<file path="src/rtl/fft_pkg.sv">
// Shared types and width helpers for the FFT stage scheduler.
//   complex_16    : packed 16-bit re/im sample, used by the datapath around the scheduler
//   sched_state_e : scheduler FSM states
//   fft_aw        : address/stage width for an N-point transform
//   fft_cnt_w     : width of the drain down-counter for a given write-back latency
package fft_pkg;

   typedef struct packed {
      logic signed [15:0] re;
      logic signed [15:0] im;
   } complex_16;

   typedef enum logic [1:0] {
      IDLE,
      ISSUE,
      DRAIN,
      DONE
   } sched_state_e;

   function automatic int fft_aw(input int n);
      return $clog2(n);
   endfunction

   // Counter must hold LAT-1; keep at least one bit.
   function automatic int fft_cnt_w(input int lat);
      return (lat > 2) ? $clog2(lat) : 1;
   endfunction

endpackage

</file>
<file path="src/rtl/fft_wb_delay.sv">
// Write-back delay line: carries {valid, addr_a, addr_b} of each butterfly read
// forward by LAT cycles so the matching write lands when the butterfly result
// leaves the pipeline. All outputs come straight from flops.
// Ports:
//   clk        in   clock
//   clr_n      in   synchronous active-low clear (valids and addresses to 0)
//   rd_valid   in   a butterfly read is issued this cycle
//   rd_addr_a  in   A operand address of that read
//   rd_addr_b  in   B operand address of that read
//   wr_valid   out  write-back strobe, rd_valid delayed LAT cycles
//   wr_addr_a  out  rd_addr_a delayed LAT cycles
//   wr_addr_b  out  rd_addr_b delayed LAT cycles
module fft_wb_delay #(
   parameter int LAT = 2,
   parameter int AW  = 3
) (
   input  logic          clk,
   input  logic          clr_n,
   input  logic          rd_valid,
   input  logic [AW-1:0] rd_addr_a,
   input  logic [AW-1:0] rd_addr_b,
   output logic          wr_valid,
   output logic [AW-1:0] wr_addr_a,
   output logic [AW-1:0] wr_addr_b
);

   logic [LAT-1:0] vld_q;
   logic [AW-1:0]  a_q [LAT];
   logic [AW-1:0]  b_q [LAT];

   always_ff @(posedge clk) begin
      if (!clr_n) begin
         vld_q <= '0;
         for (int i = 0; i < LAT; i++) begin
            a_q[i] <= '0;
            b_q[i] <= '0;
         end
      end else begin
         vld_q[0] <= rd_valid;
         a_q[0]   <= rd_addr_a;
         b_q[0]   <= rd_addr_b;
         for (int i = 1; i < LAT; i++) begin
            vld_q[i] <= vld_q[i-1];
            a_q[i]   <= a_q[i-1];
            b_q[i]   <= b_q[i-1];
         end
      end
   end

   assign wr_valid  = vld_q[LAT-1];
   assign wr_addr_a = a_q[LAT-1];
   assign wr_addr_b = b_q[LAT-1];

endmodule

</file>
<file path="src/rtl/fft_stage_scheduler.sv">
// Sequences an in-place radix-2 DIT FFT over a dual-port sample RAM and a
// pipelined 2-point butterfly. Each stage issues N/2 reads (one per cycle),
// the write-back addresses follow LAT cycles later through fft_wb_delay, and
// the pipeline is drained before the next stage starts so no read of stage
// s+1 can see a sample that stage s has not yet written.
//
// Optional feature macro: FFT_SCHED_HOLD_EN adds input `hold`, which stalls
// read issue while in ISSUE (in-flight writes still complete).
//
// Ports:
//   clk         in   clock
//   rst_n       in   synchronous active-low reset
//   start       in   begin a transform (sampled in IDLE only)
//   hold        in   stall issue in ISSUE (only with FFT_SCHED_HOLD_EN)
//   busy        out  transform in progress (ISSUE or DRAIN)
//   done        out  one-cycle pulse after the last write of the last stage
//   rd_en       out  butterfly read this cycle
//   rd_addr_a   out  A operand address
//   rd_addr_b   out  B operand address (A + span)
//   rd_addr_tw  out  twiddle ROM index
//   wr_en       out  butterfly write-back this cycle
//   wr_addr_a   out  A result address
//   wr_addr_b   out  B result address
//   stage       out  current stage 0..AW-1
//
// state | meaning
// IDLE  | waiting for start
// ISSUE | one butterfly read per cycle, idx 0..N/2-1 of the current stage
// DRAIN | LAT cycles with no reads while the last writes of the stage retire
// DONE  | single cycle, done pulse, then back to IDLE
module fft_stage_scheduler
   import fft_pkg::*;
#(
   parameter int N   = 8,
   parameter int LAT = 2
) (
   input  logic                  clk,
   input  logic                  rst_n,
   input  logic                  start,
`ifdef FFT_SCHED_HOLD_EN
   input  logic                  hold,
`endif
   output logic                  busy,
   output logic                  done,
   output logic                  rd_en,
   output logic [fft_aw(N)-1:0]  rd_addr_a,
   output logic [fft_aw(N)-1:0]  rd_addr_b,
   output logic [fft_aw(N)-2:0]  rd_addr_tw,
   output logic                  wr_en,
   output logic [fft_aw(N)-1:0]  wr_addr_a,
   output logic [fft_aw(N)-1:0]  wr_addr_b,
   output logic [fft_aw(N)-1:0]  stage
);

   localparam int AW = fft_aw(N);
   localparam int DW = fft_cnt_w(LAT);
   localparam logic [AW-2:0] IDX_LAST   = (AW-1)'(N/2 - 1);
   localparam logic [AW-1:0] STAGE_LAST = AW'(AW - 1);
   localparam logic [DW-1:0] DRAIN_LOAD = DW'(LAT - 1);

   sched_state_e  state_q, state_d;
   logic [AW-2:0] idx_q, idx_d;
   logic [AW-1:0] stage_q, stage_d;
   logic [DW-1:0] drain_q, drain_d;
   logic          hold_i;
   logic          issue;

   logic [AW-1:0] idx_ext;
   logic [AW-1:0] span;
   logic [AW-1:0] k;
   logic [AW-1:0] g;
   logic [AW-1:0] addr_a;
   logic [AW-2:0] tw;

`ifdef FFT_SCHED_HOLD_EN
   assign hold_i = hold;
`else
   assign hold_i = 1'b0;
`endif

   // State register
   always_ff @(posedge clk) begin
      if (!rst_n) begin
         state_q <= IDLE;
      end else begin
         state_q <= state_d;
      end
   end

   always_ff @(posedge clk) begin
      if (!rst_n) begin
         idx_q   <= '0;
         stage_q <= '0;
         drain_q <= '0;
      end else begin
         idx_q   <= idx_d;
         stage_q <= stage_d;
         drain_q <= drain_d;
      end
   end

   // Next-state logic. DRAIN length is a down-counter loaded with LAT-1 on
   // the last issue, so the first read of the next stage lands exactly one
   // cycle after the last write of the current one.
   always_comb begin
      state_d = state_q;
      idx_d   = idx_q;
      stage_d = stage_q;
      drain_d = drain_q;
      unique case (state_q)
         IDLE: begin
            if (start) begin
               state_d = ISSUE;
               idx_d   = '0;
               stage_d = '0;
            end
         end
         ISSUE: begin
            if (!hold_i) begin
               if (idx_q == IDX_LAST) begin
                  state_d = DRAIN;
                  idx_d   = '0;
                  drain_d = DRAIN_LOAD;
               end else begin
                  idx_d = idx_q + (AW-1)'(1);
               end
            end
         end
         DRAIN: begin
            if (drain_q == '0) begin
               if (stage_q == STAGE_LAST) begin
                  state_d = DONE;
               end else begin
                  state_d = ISSUE;
                  stage_d = stage_q + AW'(1);
               end
            end else begin
               drain_d = drain_q - DW'(1);
            end
         end
         DONE: begin
            state_d = IDLE;
            stage_d = '0;
         end
         default: state_d = IDLE;
      endcase
   end

   // Butterfly addressing for stage s: span = 2^s, the pair index is split
   // into group g (upper bits) and offset k (lower s bits); A inserts a 0 at
   // bit s, B sets it. Twiddle index scales k up to the full ROM range.
   always_comb begin
      idx_ext = {1'b0, idx_q};
      span    = AW'(1) << stage_q;
      k       = idx_ext & (span - AW'(1));
      g       = idx_ext >> stage_q;
      addr_a  = (g << (stage_q + AW'(1))) | k;
      tw      = (AW-1)'(k << (STAGE_LAST - stage_q));
   end

   // Outputs. Read addresses are forced to 0 when not issuing so idle and
   // reset cycles present clean zeros (and the delay line carries zeros).
   always_comb begin
      issue      = (state_q == ISSUE) && !hold_i;
      rd_en      = issue;
      busy       = (state_q == ISSUE) || (state_q == DRAIN);
      done       = (state_q == DONE);
      rd_addr_a  = '0;
      rd_addr_b  = '0;
      rd_addr_tw = '0;
      if (issue) begin
         rd_addr_a  = addr_a;
         rd_addr_b  = addr_a | span;
         rd_addr_tw = tw;
      end
   end

   assign stage = stage_q;

   fft_wb_delay #(
      .LAT (LAT),
      .AW  (AW)
   ) u_wb_delay (
      .clk       (clk),
      .clr_n     (rst_n),
      .rd_valid  (rd_en),
      .rd_addr_a (rd_addr_a),
      .rd_addr_b (rd_addr_b),
      .wr_valid  (wr_en),
      .wr_addr_a (wr_addr_a),
      .wr_addr_b (wr_addr_b)
   );

endmodule
</file>
<file path="config.mk">
export PLATFORM = sky130hd
export DESIGN_NAME = fft_stage_scheduler
export DESIGN_NICKNAME = d
export VERILOG_FILES = /design/src/rtl/fft_pkg.sv /design/src/rtl/fft_wb_delay.sv /design/src/rtl/fft_stage_scheduler.sv
export SDC_FILE = /design/constraint.sdc
export NUM_CORES = 1
export LEC_CHECK = 0
export CAP_MARGIN = 20
export CORE_UTILIZATION = 45
export CTS_BUF_LIST = sky130_fd_sc_hd__clkbuf_16
export CTS_CLUSTER_SIZE = 12
export DETAILED_ROUTE_END_ITERATION = 6
export GPL_TIMING_DRIVEN = 0
export PLACE_DENSITY = 0.82
export SLEW_MARGIN = 10
export SYNTH_ARGS = -nofsm -noshare
export SYNTH_HDL_FRONTEND = slang
export SYNTH_HIERARCHICAL = 1
export SYNTH_SLANG_ARGS = --single-unit
</file>
<file path="constraint.sdc">
create_clock -name clk -period 1.83 [get_ports clk]
set_input_delay 0.366 -clock clk [delete_from_list [all_inputs] [get_ports clk]]
set_output_delay 0.366 -clock clk [all_outputs]
set_load 0.01 [all_outputs]
</file>
==> impl_metrics.json, run 1 <==
{
  "row_count": 17,
  "die_w_um": 52.6,
  "powerDensity_nw_per_um2": 1040,
  "post_dp_cell_area_um2": 1460,
  "vias_per_cell": 5.63,
  "yosysTopAreaCell": "dfxtp_1",
  "grt-busiest-layer": "met2",
  "htree_levels": 1,
  "hold_path.class": "register to register",
  "root_buffer": "clkbuf_16",
  "clock_latency_ns": 0.26,
  "path_cells": "buf_6, ha_4, nor4_4, buf_4, nand3_4, a21oi_2, buf_2",
  "cp_slowest_cell": "dfxtp_4",
  "synth.area.top_cells": "dfxtp_1 38%, ha_1 9.8%, and2_2 6.5%, buf_4 3.9%, a21oi_1 3.5%",
  "drive_gt1_share_pct": 43.8,
  "numCtsBuffers": 3,
  "end_kind": "output pin",
  "dieArea_um2": 2770,
  "cts_tree": "done",
  "path_class": "register to output pin",
  "min_period_ns": 2.27,
  "synthTopCellsByCount": "22 x dfxtp_1, 10 x and2_2, 10 x nand2_1",
  "fin_crit_sh_pct": 124,
  "grt.met2_usage_pct": 43.7,
  "wl_um": 3260,
  "post_drt_wl_per_cell_um": 16.6,
  "dp_cells": 179,
  "yosysMostFrequentCell": "dfxtp_1",
  "antenna_cells": 0,
  "synth_top_area_share_pct": 38.2,
  "peakVddDrop_uv": 1150,
  "multiInputGateArea_um2": 793,
  "violations": "setup timing",
  "drt_iter0_markers": 19,
  "cts.path.max_buffers": 2,
  "synth.ff_latch_count": 22,
  "layout_setup_ws_ns": -0.438,
  "fp.coreArea_um2": 2320,
  "postRouteAntennaNets": 0,
  "seq_area_frac_synth_pct": 38.2,
  "fp.dieH_um": 52.6,
  "drtPass1Iterations": 4,
  "ff_latch_area_um2": 450,
  "final_cells": 197,
  "grt_use_met3_pct": 6.96,
  "num_vias": 1110,
  "start_util_pct": 49.7,
  "overflow": 0,
  "grt_max_degree": 14,
  "clkSlewWorstSetupHoldPaths_ns": 0.06,
  "drv_slew": 0,
  "slew-limit-headroom_pct": 67.5,
  "drc": 0,
  "avgSynthCellArea_um2": 9.00,
  "arrival_ns": 1.90,
  "portBuffers": 23,
  "synthArstFlopShare_pct": 0,
  "setup_viol": 9,
  "grtUsageTotal_pct": 24.4,
  "yosysUniqueCellTypes": 36,
  "crit_required_ns": 1.46,
  "yosys_warnings": 6,
  "grt_pass1_wl_um": 4820,
  "finalClockSkew_ns": 0.00199,
  "cap_violations": 0,
  "leakage_uw": 0.000742,
  "globalplace.congestion": 0.804,
  "critPathMaxFanout": 7,
  "cts.sink_count": 22,
  "rsz0062_at_grt": "yes",
  "syn_nets": 140,
  "dp_hpwl_um": 1590,
  "nets": 182,
  "ios": 24,
  "start_kind": "register",
  "syn_to_final_growth_pct": 57.8,
  "syn_area_um2": 1150,
  "ys.flop_type": "dfxtp_1",
  "critPathMaxStageDelay_ns": 0.36,
  "fill_cells": 141,
  "grt_pass1_vias": 1085,
  "antenna_found_initial": 0,
  "grtUsageMet1_pct": 24.8,
  "hold_viol": 0,
  "finalInstanceArea_um2": 1820,
  "synth_edf_count": 0,
  "syn_inst": 128,
  "worst_pin_slew_ns": 0.487,
  "status": "complete, but fails checks",
  "fmax_mhz": 441
}
==> stage by stage <==
| step | total power (uW) | setup TNS, ns | hold WS (ns) | util, % | worst slack [ns] |
|---|---|---|---|---|---|
| global placement | 1150 | -3.49 | 0.418 | 62.8 | -0.493 |
| CTS | 1810 | -1.57 | 0.432 | 74.6 | -0.302 |
| global route | 1970 | -3.50 | 0.450 | 78.4 | -0.470 |
| detailed placement | 1170 | -3.74 | 0.418 | 62.8 | -0.538 |
| finish | 1890 | -2.69 | 0.431 | 78.4 | -0.438 |
| floorplan | 971 | 0 | 0.412 | - | 0.00796 |
==> critical path, delay by kind of cell (launching register included) <==
kind                     cells  cell delay [ns]
AND/OR/NAND/NOR              2             0.42
adder cells (fa/ha/maj)      1             0.19
buffers and inverters        3             0.48
flip-flops                   1             0.36
AO/OA/AOI/OAI                1             0.20
==> layer usage <==
layer	part of all wire, %	vias to the layer above
li1	-	516
met1	38	525
met2	51	51
met3	5.8	18
met4	5.3	0
met5	0	-
==> worst paths after layout <==
path / start / endpoint / slack [ns] / depth (start not counted)
setup / recovery: stage[1] / rd_addr_b[1] / -0.44 / 7
hold / removal: u_wb_delay/b_q[0][0] / u_wb_delay/b_q[0][3] / 0.43 / 1
setup reg to reg: state_q[1] / stage[2] / -0.04 / 6
hold reg to reg: u_wb_delay/b_q[0][0] / u_wb_delay/b_q[0][3] / 0.43 / 1
==> layout by cell type (no fill, tap or decap), types with 2 or more instances in the layout <==
| cell type | count |
|---|---|
| ha_4 | 4 |
| dfxtp_2 | 2 |
| ha_1 | 5 |
| and2_2 | 10 |
| dfxtp_4 | 2 |
| a21oi_1 | 5 |
| buf_4 | 16 |
| nand3_1 | 2 |
| buf_2 | 7 |
| nand2b_1 | 3 |
| buf_6 | 8 |
| nand2_1 | 9 |
| nor3b_1 | 2 |
| nor2b_1 | 3 |
| nor3_2 | 3 |
| a32oi_1 | 2 |
| dlygate4sd2_1 | 2 |
| clkbuf_16 | 4 |
| clkdlybuf4s50_1 | 13 |
| o21ai_0 | 2 |
| inv_1 | 6 |
| and2_1 | 4 |
| a21oi_4 | 2 |
| nor2_1 | 4 |
| dfxtp_1 | 18 |
==> final cells by class <==
cell class	instances	share of cell area, %
inverters	8	2.06
plain buffers	11	4.47
clock buffers	4	5.51
flip-flops and latches	22	24.8
repair buffers	37	17.6
multi-input cells	87	43.6
well taps	28	1.93
==> flip-flops by register name, summed over array words and instances (netlist names) <==
register          flops
state_q               2
stage                 3
u_wb_delay/a_q        6
u_wb_delay/b_q        6
idx_q                 2
drain_q               1
u_wb_delay/vld_q      2
==> kinds of logic after synthesis <==
group	Yosys count	share of synthesized area (%)
DFF	22	38.2
buffers and inverters	19	9.55
xor gates and xnor gates	2	1.52
adders and majority gates	9	9.77
AOI/OAI and AO/OA	26	16.2
and+or+nand+nor	50	24.8
==> repair_timing <==
item,in CTS,in global routing
hold buffers,0,0
resized for setup,59,16
cloned,0,0
buffers inserted,13,5
pin swaps,7,7
endpoints found under the hold margin,0,0
setup endpoints to repair,10,11
==> power breakdown <==
part	internal [uW]	total (uW)	switching, uW
combinational	311	727	416
clock	380	560	181
sequential	540	598	57.8
total	1230	1890	654
(Power assumes the default switching activity.)
==> inputs of run 2 (changes only) <==
- SKIP_LAST_GASP: unset -> 1
==> run 2 against run 1 <==
  * The run still ends with setup timing left
  * Clock skew increased by 0.0022 ns
  * First-iteration DRC count increased by 11%
  * Non-clock buffer count up 2
  * Sequential power about the same
  * Power is 0.12% higher
  * Utilization shrank 0.27 points
  * Via count did not move
  * Worst setup slack better by 0.018 ns
  * Largest cell class unchanged
  * Largest power group unchanged
  * Highest routed layer unchanged
==> impl_metrics.json, run 2 (synthesis gave the netlist of run 1 again) <==
{
  "status": "complete, but fails checks",
  "violations": "setup timing",
  "num_vias": 1110,
  "grt_max_degree": 14,
  "overflow": 0,
  "finalClockSkew_ns": 0.00421,
  "wl_um": 3150,
  "fp.coreArea_um2": 2320,
  "drc": 0,
  "grt_pass1_wl_um": 4790,
  "rsz0062_at_grt": "yes",
  "start_util_pct": 49.7,
  "cts_tree": "done",
  "start_kind": "register",
  "drt_iter0_markers": 21,
  "portBuffers": 23,
  "final_cells": 199,
  "min_period_ns": 2.25,
  "cts.path.max_buffers": 2,
  "slew-limit-headroom_pct": 72.8,
  "critPathMaxFanout": 5,
  "fp.dieH_um": 52.6,
  "r2r_start": "stage[0]",
  "grtUsageTotal_pct": 24.1,
  "cts.sink_count": 22,
  "hold_viol": 0,
  "cap_violations": 0,
  "grt_pass1_vias": 1100,
  "fmax_mhz": 445,
  "antenna_cells": 0,
  "end_kind": "output pin",
  "r2r-end": "u_wb_delay/a_q[0][1]",
  "utilization_pct": 78.1,
  "die_w_um": 52.6,
  "powerDensity_nw_per_um2": 1040,
  "numCtsBuffers": 3,
  "nets": 184,
  "layout_setup_ws_ns": -0.419,
  "leakage_uw": 0.000747,
  "root_buffer": "clkbuf_16",
  "peakVddDrop_uv": 1210,
  "layout_commonest_cell": "buf_4",
  "postRouteAntennaNets": 0,
  "hold_path.class": "register to register",
  "post_dp_cell_area_um2": 1460,
  "ios": 24,
  "vias_per_cell": 5.58,
  "reg2regPathDepth": 9,
  "r2r_setup_slack_ns": 0,
  "fin_crit_sh_pct": 123,
  "endpoint": "rd_addr_tw[1]",
  "path_class": "register to output pin",
  "worst_pin_slew_ns": 0.407,
  "row_count": 17,
  "clkSlewWorstSetupHoldPaths_ns": 0.06,
  "globalplace.congestion": 0.804,
  "arrival_ns": 1.88,
  "holdPathStages": 1,
  "layout_common_cells": "19 x buf_4, 18 x dfxtp_1, 13 x clkdlybuf4s50_1",
  "setup_viol": 9,
  "drive_gt1_share_pct": 43.9,
  "dieArea_um2": 2770,
  "cp-startpoint": "stage[0]",
  "dp_hpwl_um": 1590,
  "clock_latency_ns": 0.26,
  "post_drt_wl_per_cell_um": 15.8,
  "hold_ws_ns": 0.431,
  "htree_levels": 1,
  "finalInstanceArea_um2": 1810,
  "drtPass1Iterations": 4,
  "crit_required_ns": 1.46,
  "syn_to_final_growth_pct": 57.2,
  "drv_slew": 0,
  "antenna_found_initial": 0,
  "dp_cells": 179
}
[run 2: cell count changes in the layout (fill, tap and decap cells not counted), sizes merged]
cell,delta
clkdlybuf4s15,+1
buf,+1
[run 2: cell type report]
type | instances | area (um2)
Multi-Input combinational cell | 87 | 769
Inverter | 8 | 37.5
Clock buffer | 4 | 100
Timing Repair Buffer | 39 | 338
Fill cell | 139 | 507
Tap cell | 28 | 35.0
Buffer | 11 | 81.3
Sequential cell | 22 | 450
[run 2: stage by stage]
step	worst slack [ns]	total power, uW	TNS [ns]
6_report	-0.419	1890	-2.54
5_1_grt	-0.492	1970	-3.34
4_1_cts	-0.337	1800	-1.79
3_5_place_dp	-0.538	1170	-3.74
3_3_place_gp	-0.493	1150	-3.49
2_1_floorplan	0.00796	971	0
[run 2: repair_timing]
action                     CTS  global route
resized for setup           55            15
setup buffers               13             7
pin swaps                    7             6
hold buffers                 0             0
setup endpoints to repair   10            11
[run 2: report_power, final]
group	total [uW]	switching [uW]	internal [uW]
clock	558	179	379
sequential	598	58.0	540
combinational	731	418	313
[run 2: how the worst min path moves through the flow]
| stage | slack [ns] | end | start |
|---|---|---|---|
| 2_1_floorplan | 0.41 | u_wb_delay/b_q[0][3] | u_wb_delay/b_q[0][0] |
| 3_3_place_gp | 0.42 | u_wb_delay/b_q[0][3] | u_wb_delay/b_q[0][0] |
| 3_5_place_dp | 0.42 | u_wb_delay/b_q[0][3] | u_wb_delay/b_q[0][0] |
| 4_1_cts | 0.43 | u_wb_delay/b_q[0][3] | u_wb_delay/b_q[0][0] |
| 5_1_grt | 0.45 | u_wb_delay/b_q[0][4] | u_wb_delay/b_q[0][1] |
| 6_report | 0.43 | u_wb_delay/b_q[0][3] | u_wb_delay/b_q[0][0] |
[run 2: critical path, cell delays in order (launching register included)]
cell	delay [ns]
dfxtp_2	0.34
buf_6	0.12
inv_8	0.03
ha_4	0.16
a2111oi_2	0.35
a21oi_1	0.11
a2111oi_2	0.30
buf_2	0.21
[run 2: metal layers]
layer / GRT usage (%) / vias to the layer above / share of wire [%]
met1: 24.1 / 514 / 41
met3: 5.80 / 18 / 5.7
met4: 11.4 / 0 / 4.7
li1: - / 523 / -
met2: 45.6 / 55 / 49
met5: 0 / - / 0
==> inputs of run 3 (changes only) <==
- TNS_END_PERCENT: unset -> 30
==> run 3 against run 2 <==
  * The flow still finishes with violations (setup timing)
  * Critical path type unchanged
  * Clock skew shrank 0.0014 ns
  * Critical path depth did not move
  * Largest cell class unchanged
  * Worst hold slack is essentially flat
==> impl_metrics.json, run 3 (synthesis gave the netlist of run 1 again) <==
{
  "rsz0062_at_grt": "yes",
  "holdBufCountCts": 0,
  "critPathTopFamily": "simple AND/OR/NAND/NOR gates",
  "cts.path.max_buffers": 2,
  "drv_slew": 0,
  "hold_viol": 0,
  "postRouteAntennaNets": 0,
  "die_w_um": 52.6,
  "fmax_mhz": 447,
  "syn_to_final_growth_pct": 49.6,
  "critPathMaxStageDelay_ns": 0.35,
  "power.share.clock_pct": 30.5,
  "fp.dieH_um": 52.6,
  "row_count": 17,
  "layout_common_cells": "20 x dfxtp_1, 15 x clkdlybuf4s50_1, 14 x buf_4",
  "finalInstanceArea_um2": 1720,
  "grt_pass1_vias": 995,
  "crit_required_ns": 1.46,
  "htree_levels": 1,
  "fill_cells": 158,
  "post_dp_cell_area_um2": 1460,
  "peakVddDrop_uv": 1120,
  "min_period_ns": 2.24,
  "hold_ws_ns": 0.431,
  "drt_iter0_markers": 23,
  "num_vias": 1065,
  "leakage_uw": 0.000696,
  "layout_commonest_cell": "dfxtp_1",
  "clkSlewWorstSetupHoldPaths_ns": 0.06,
  "portBuffers": 23,
  "vias_per_cell": 5.52,
  "root_buffer": "clkbuf_16",
  "cts.sink_count": 22,
  "antenna_found_initial": 0,
  "dp_hpwl_um": 1590,
  "drive_gt1_share_pct": 36.4,
  "cellInternalPower_uw": 1210,
  "finalClockSkew_ns": 0.00285,
  "wl_um": 2910,
  "critical_path_buf_inv_count": 3,
  "critPathMaxFanout": 7,
  "power_switching_uw": 599,
  "numCtsBuffers": 3,
  "comb_power_share_pct": 37.1,
  "powerDensity_nw_per_um2": 1050,
  "path_cells": "buf_6, ha_4, nor4_4, nand3_2, buf_4, a31oi_2, buf_2",
  "slew-limit-headroom_pct": 73.6,
  "worst_pin_slew_ns": 0.391,
  "end_kind": "output pin",
  "globalplace.congestion": 0.804,
  "start_util_pct": 49.7,
  "fp.coreArea_um2": 2320,
  "drtPass1Iterations": 4,
  "grt_max_degree": 14,
  "nets": 178,
  "grt_pass1_wl_um": 4220,
  "clock_latency_ns": 0.26,
  "layout_setup_ws_ns": -0.405,
  "status": "complete, but fails checks",
  "start_kind": "register",
  "post_drt_wl_per_cell_um": 15.1,
  "switching_share_pct": 33.2,
  "antenna_cells": 0,
  "cap_violations": 0,
  "ios": 24,
  "cp_slowest_cell": "dfxtp_4",
  "pre_cts_ws_ns": -0.538,
  "fin_crit_sh_pct": 122,
  "dieArea_um2": 2770,
  "arrival_ns": 1.87,
  "setup_viol": 13,
  "violations": "setup timing",
  "grtUsageTotal_pct": 21.2,
  "cts_tree": "done",
  "power_uw": 1810,
  "hold_path.class": "register to register",
  "seqPwrFrac_pct": 32.3,
  "path_class": "register to output pin",
  "drc": 0,
  "overflow": 0
}
[run 3: cell types whose count changed in the layout (fill, tap and decap cells not counted), moves of 2 or more]
| cell | previous run | this run |
|---|---|---|
| a21oi_4 | 2 | 0 |
| a21oi_2 | 1 | 4 |
| clkdlybuf4s50_1 | 13 | 15 |
| a2111oi_2 | 2 | 0 |
| a2111oi_4 | 0 | 2 |
| dlygate4sd2_1 | 2 | 4 |
| buf_4 | 19 | 14 |
| dfxtp_1 | 18 | 20 |
| buf_6 | 7 | 4 |
[run 3: what timing repair did]
action,in CTS,in global routing
gates cloned,0,0
endpoints found under the setup margin,10,14
resized for setup,33,9
pin swaps,5,0
setup buffers,7,3
[run 3: cell type report]
class	count	area [um2]	area share, %
plain buffers	11	80.1	4.64
clock buffers	4	100	5.81
inverters	8	37.5	2.18
multi-input cells	87	738	42.8
flip-flops and latches	22	445	25.8
well taps	28	35.0	2.03
repair buffers	33	288	16.7
[run 3: power by group through the flow]
stage	registers, uW	clock network [uW]	logic (uW)
floorplan	579	0	393
global placement	585	0	566
detailed placement	589	0	583
CTS	578	560	611
global route	587	580	731
finish	584	551	671
[run 3: path summary, 6_finish.rpt]
check / cells after the start / from / to / slack (ns)
min reg2reg: 1 / u_wb_delay/b_q[0][0] / u_wb_delay/b_q[0][3] / 0.43
min: 1 / u_wb_delay/b_q[0][0] / u_wb_delay/b_q[0][3] / 0.43
max: 7 / stage[1] / rd_addr_b[0] / -0.41
max reg2reg: 8 / stage[0] / state_q[1] / -0.06
[run 3: metal layers]
metal / GRT usage (%) / routed length, um
met1: 21.3 / 1150
met3: 5.51 / 150
met5: 0 / 0
met4: 10.5 / 65
met2: 39.5 / 1540
[run 3: per-stage QoR]
stage | setup TNS [ns] | utilization (%) | instances
finish | -2.93 | 74.4 | 193
global route | -3.96 | 74.4 | 193
CTS | -2.41 | 70.9 | 190
detailed placement | -3.74 | 62.8 | 179
global placement | -3.49 | 62.8 | 179
floorplan | 0 | - | 128
[run 3: worst register-to-register path, delay by kind of cell (launching register included)]
family	cells	cell delay (ns)
compound gates	2	0.61
fa+ha+maj	1	0.24
buf+inv	3	0.30
flops	1	0.34
simple gates	2	0.32
==> variant 1: new RTL, flow settings as in run 2 <==
`LAT` is set to 2 in 2 places; all go to 4.
--- a/src/rtl/fft_wb_delay.sv
+++ b/src/rtl/fft_wb_delay.sv
@@ -11,7 +11,7 @@
 //   wr_addr_a  out  rd_addr_a delayed LAT cycles
 //   wr_addr_b  out  rd_addr_b delayed LAT cycles
 module fft_wb_delay #(
-   parameter int LAT = 2,
+   parameter int LAT = 4,
    parameter int AW  = 3
 ) (
    input  logic          clk,
--- a/src/rtl/fft_stage_scheduler.sv
+++ b/src/rtl/fft_stage_scheduler.sv
@@ -32,7 +32,7 @@
    import fft_pkg::*;
 #(
    parameter int N   = 8,
-   parameter int LAT = 2
+   parameter int LAT = 4
 ) (
    input  logic                  clk,
    input  logic                  rst_n,
Formal check against the unedited RTL: not equivalent (a bounded check fails within 4 cycles, from zero or initial values and one cycle with rst_n low).
==> variant 1 against run 2 <==
- the run still ends with setup timing left
- sequential power is 60% higher
- non-clock buffer count increased by 1
- die area grew 40%
- first-iteration DRC count grew 120%
- setup slack lost 0.014 ns
- wire length rose by 14%
- total power grew 48%
- via count grew 20%
- clock skew increased by 0.0023 ns
- clock power up 88%
- area after synthesis grew 41%
- design area grew 30%
- sequential cell count increased by 15
==> variant 1: results (changes against run 2) <==
GRT
  – Met1 Track Usage GR: 20.42% (-3.7 points)
  – Global Route met3 Usage: 5.331% (-0.47 points)
  – GR Util All Layers: 19.29% (-4.8 points)
  – Met2 GRT Util: 34.89% (-11 points)

Final layout
  – Total number of multi-input combinational cells: 110 (+26%)
  – Final clock-cell share: 8.011% (+2.5 points)
  – Sequential cells: 37 (+68%)
  – Share of layout cells above drive strength 1: 44.13% (+0.27 points)
  – Repair and plain buffers: 51 (+2.0%)
  – Total of clock buffers placed in the layout: 6 (+2)
  – Relative area change from synthesis to final layout: 44.78%

Floorplanning
  – Well tap count: 46 (+64%)

Logic synthesis
  – Post-synthesis cell type count: 37 (+2.8%)
  – Main area contributors after synthesis: sky130_fd_sc_hd__dfxtp_1, sky130_fd_sc_hd__and2_2, sky130_fd_sc_hd__ha_1
  – Fraction of the mapped netlist area in compound gates: 11.29% (-4.9 points)
  – Seq/Total Area, Yosys: 45.47% (+7.2 points)
  – List of most frequent post-synthesis cells: sky130_fd_sc_hd__dfxtp_1, sky130_fd_sc_hd__and2_2, sky130_fd_sc_hd__nor2_1
  – Multiplexer fraction of the synthesized cell area: 0.6912% (+0.69 points)
  – Number of standard cells after synthesis: 165 (+29%)
  – XOR/XNOR share of the synthesized area: 1.075% (-0.44 points)
  – Mapped Nets: 178 (+27%)

Routing
  – Mean number of vias per cell: 5.147 (-7.7%)
  – WL met3: 160 um (-11%)
  – Met1 WL: 1.404 mm (+9.9%)
  – WL/cell: 13.83 um (-13%)

Place
  – Post-DP HPWL: 2.117 mm (+33%)
  – Instance area after placement: 1942 sq um (+33%)
  – Last weighted congestion value of the routability-driven placer: 0.7791 (-3.1%)
  – Total instance count after detailed placement: 234 (+31%)

Power
  – Clock group power: 1050 uW (+88%)
  – Net switching share of the total power: 28.85% (-5.9 points)
  – Reg power frac: 34.3% (+2.6 points)
  – Leakage power of the design: 0.001014 uW (+36%)
  – Total net switching power: 804.7 uW (+23%)
  – Worst vdd ir: 0.8334 mV (-31%)

Clock tree
  – Worst skew pair latency: 0.28 ns (+0.02 ns)
  – Cts bufs inserted: 5 (+2)
  – CTS H-tree lvls: 2 (+1)

Setup path
  – Delay contributed by the slowest stage of the critical path: 0.37 ns (+0.02 ns)
  – Critical-path top delay cell: sky130_fd_sc_hd__dfxtp_4
  – Data arrival time of the critical path: 1.90 ns (+0.02 ns)
  – Critical path fanouts, max: 3 (-2)

Outcome
  – Outcome: finished with violations
  – Violations in the final reports: setup timing

STA
  – Final setup violation count: 8 (-1)
  – Setup total negative slack: -2.538 ns (+0.0001300 ns)
  – Setup skew after layout: 0.006558 ns (+0.002350 ns)
  – Worst Tran Pin Value: 0.4412 ns (+0.03371 ns)
  – Slack of the critical path: -0.4331 ns (-0.01367 ns)
[variant 1: repair_timing]
action / CTS / global route
gates resized for setup: 57 / 11
endpoints found under the setup margin: 10 / 9
setup buffers: 12 / 7
hold buffers: 0 / 0
pin swaps: 15 / 13
[variant 1: final timing paths]
path	from	to	slack (ns)	cells after the start
worst min-delay path	u_wb_delay/b_q[0][6]	u_wb_delay/b_q[0][9]	0.43	1
worst max-delay path	stage[1]	rd_addr_b[2]	-0.43	7
worst min register to register	u_wb_delay/b_q[0][6]	u_wb_delay/b_q[0][9]	0.43	1
worst max register to register	stage[1]	u_wb_delay/a_q[0][0]	0.09	9
[variant 1: critical path, delay by kind of cell (launching register included)]
| kind | cells | cell delay, ns |
|---|---|---|
| simple gates | 2 | 0.51 |
| flops | 1 | 0.37 |
| fa+ha+maj | 1 | 0.25 |
| buf+inv | 2 | 0.21 |
| xor+xnor | 1 | 0.14 |
| compound gates | 1 | 0.14 |
==> variant 2: new RTL, settings of run 2 <==
Without the edit above. Add an input register stage for `start`, with the module's reset; this delays it by one clock.
--- a/src/rtl/fft_stage_scheduler.sv
+++ b/src/rtl/fft_stage_scheduler.sv
@@ -58,6 +58,16 @@
    localparam logic [AW-1:0] STAGE_LAST = AW'(AW - 1);
    localparam logic [DW-1:0] DRAIN_LOAD = DW'(LAT - 1);
 
+   logic start_q;
+
+   always_ff @(posedge clk) begin
+      if (!rst_n) begin
+         start_q <= '0;
+      end else begin
+         start_q <= start;
+      end
+   end
+
    sched_state_e  state_q, state_d;
    logic [AW-2:0] idx_q, idx_d;
    logic [AW-1:0] stage_q, stage_d;
@@ -109,7 +119,7 @@
       drain_d = drain_q;
       unique case (state_q)
          IDLE: begin
-            if (start) begin
+            if (start_q) begin
                state_d = ISSUE;
                idx_d   = '0;
                stage_d = '0;
Function: changed (Yosys sat finds a counterexample within 4 cycles, from zero or initial values and one cycle with rst_n low).
==> variant 2 against run 2 <==
- critical path depth rose by 1
- total power shrank 14%
- sequential cell count up 1
- largest power group is now sequential cells
- sequential power decreased by 2%
- critical path type unchanged
- setup slack worse by 0.11 ns
- design area fell by 3.7%
- highest routed layer unchanged
- area after synthesis is 0.98% higher
- wire length decreased by 8.3%
- via count shrank 2.3%
- count of clock-buffer cells in the layout down 1
- core utilization down 7.0 points
- the flow still finishes with violations (setup timing)
==> variant 2: results (changes against run 2) <==
Outcome
  – Outcome: finished with violations
  – Violations in the final reports: setup timing

STA
  – Final setup violation count: 8 (-1)
  – Worst Tran Pin Value: 0.3915 ns (-0.01601 ns)
  – Slack of the critical path: -0.5272 ns (-0.1078 ns)
  – Worst hold-check slack: 0.4329 ns (+0.002068 ns)

Setup path
  – Reg2Reg Depth: 7 (-2)
  – Termination of the worst setup path: rd_addr_b[0]
  – Worst-case register-to-register setup slack: 0.04 ns (+0.04 ns)
  – Critical-path top delay cell: sky130_fd_sc_hd__dfxtp_4
  – Critical path fanouts, max: 6 (+1)

GRT
  – Pin count of the biggest net entering global routing: 13 (-1)
  – Global Route met3 Usage: 4.310% (-1.5 points)
  – Vias in the first global route: 1,040 (-5.5%)

Routing
  – Detailed router's first-iteration violation count: 11 (-48%)
  – Met1 WL: 1.099 mm (-14%)
  – Mean number of vias per cell: 5.475 (-1.8%)
  – Metal2 WL: 1.576 mm (+1.9%)
  – WL met3: 131 um (-27%)
  – WL/cell: 14.60 um (-7.8%)

Place
  – Post-DP HPWL: 1.693 mm (+6.7%)
  – Last weighted congestion value of the routability-driven placer: 0.8579 (+6.7%)
  – Worst setup timing slack at the placement stage: -0.7957 ns (-0.2575 ns)
  – Total instance count after detailed placement: 181 (+1.1%)

Logic synthesis
  – List of most frequent post-synthesis cells: sky130_fd_sc_hd__dfxtp_1, sky130_fd_sc_hd__and2_2, sky130_fd_sc_hd__ha_1, sky130_fd_sc_hd__nand2_1, sky130_fd_sc_hd__and2_1
  – Seq/Total Area, Yosys: 39.57% (+1.4 points)

Final layout
  – Share of layout cells above drive strength 1: 40.48% (-3.4 points)
  – Number of ordinary inverters in the final layout: 7 (-1)
  – # fillers: 181 (+30%)
  – Total of clock buffers placed in the layout: 3 (-1)
  – Footprint of the flip-flops and latches: 473.0 sq um (+5.0%)
  – Post-route non-filler standard cell count: 198 (-0.50%)

Power
  – Leakage power of the design: 0.0007302 uW (-2.3%)

Floorplanning
  – Number of core rows: 18 (+1)
[variant 2: changes by cell type after synthesis, moves of 2 or more]
cell / before / now
sky130_fd_sc_hd__and2_1: 5 / 8
sky130_fd_sc_hd__a21oi_1: 8 / 6
sky130_fd_sc_hd__inv_1: 8 / 6
sky130_fd_sc_hd__nand3_1: 4 / 2
sky130_fd_sc_hd__nor2_1: 4 / 6
sky130_fd_sc_hd__nor3_1: 4 / 2
sky130_fd_sc_hd__o21ai_1: 0 / 3
sky130_fd_sc_hd__and3_1: 0 / 2
[variant 2: repair_timing]
| item | in CTS | in global routing |
|---|---|---|
| resized for setup | 59 | 5 |
| setup buffers | 8 | 5 |
| setup endpoints to repair | 12 | 9 |
| pin swaps | 7 | 5 |
[variant 2: report_power, final]
group / switching [uW] / internal (uW) / leakage [uW] / total, uW
sequential: 39.5 / 549 / 0.000189 / 589
combinational: 316 / 253 / 0.000499 / 569
clock: 169 / 291 / 0.0000423 / 460
total: 525 / 1090 / 0.000730 / 1620
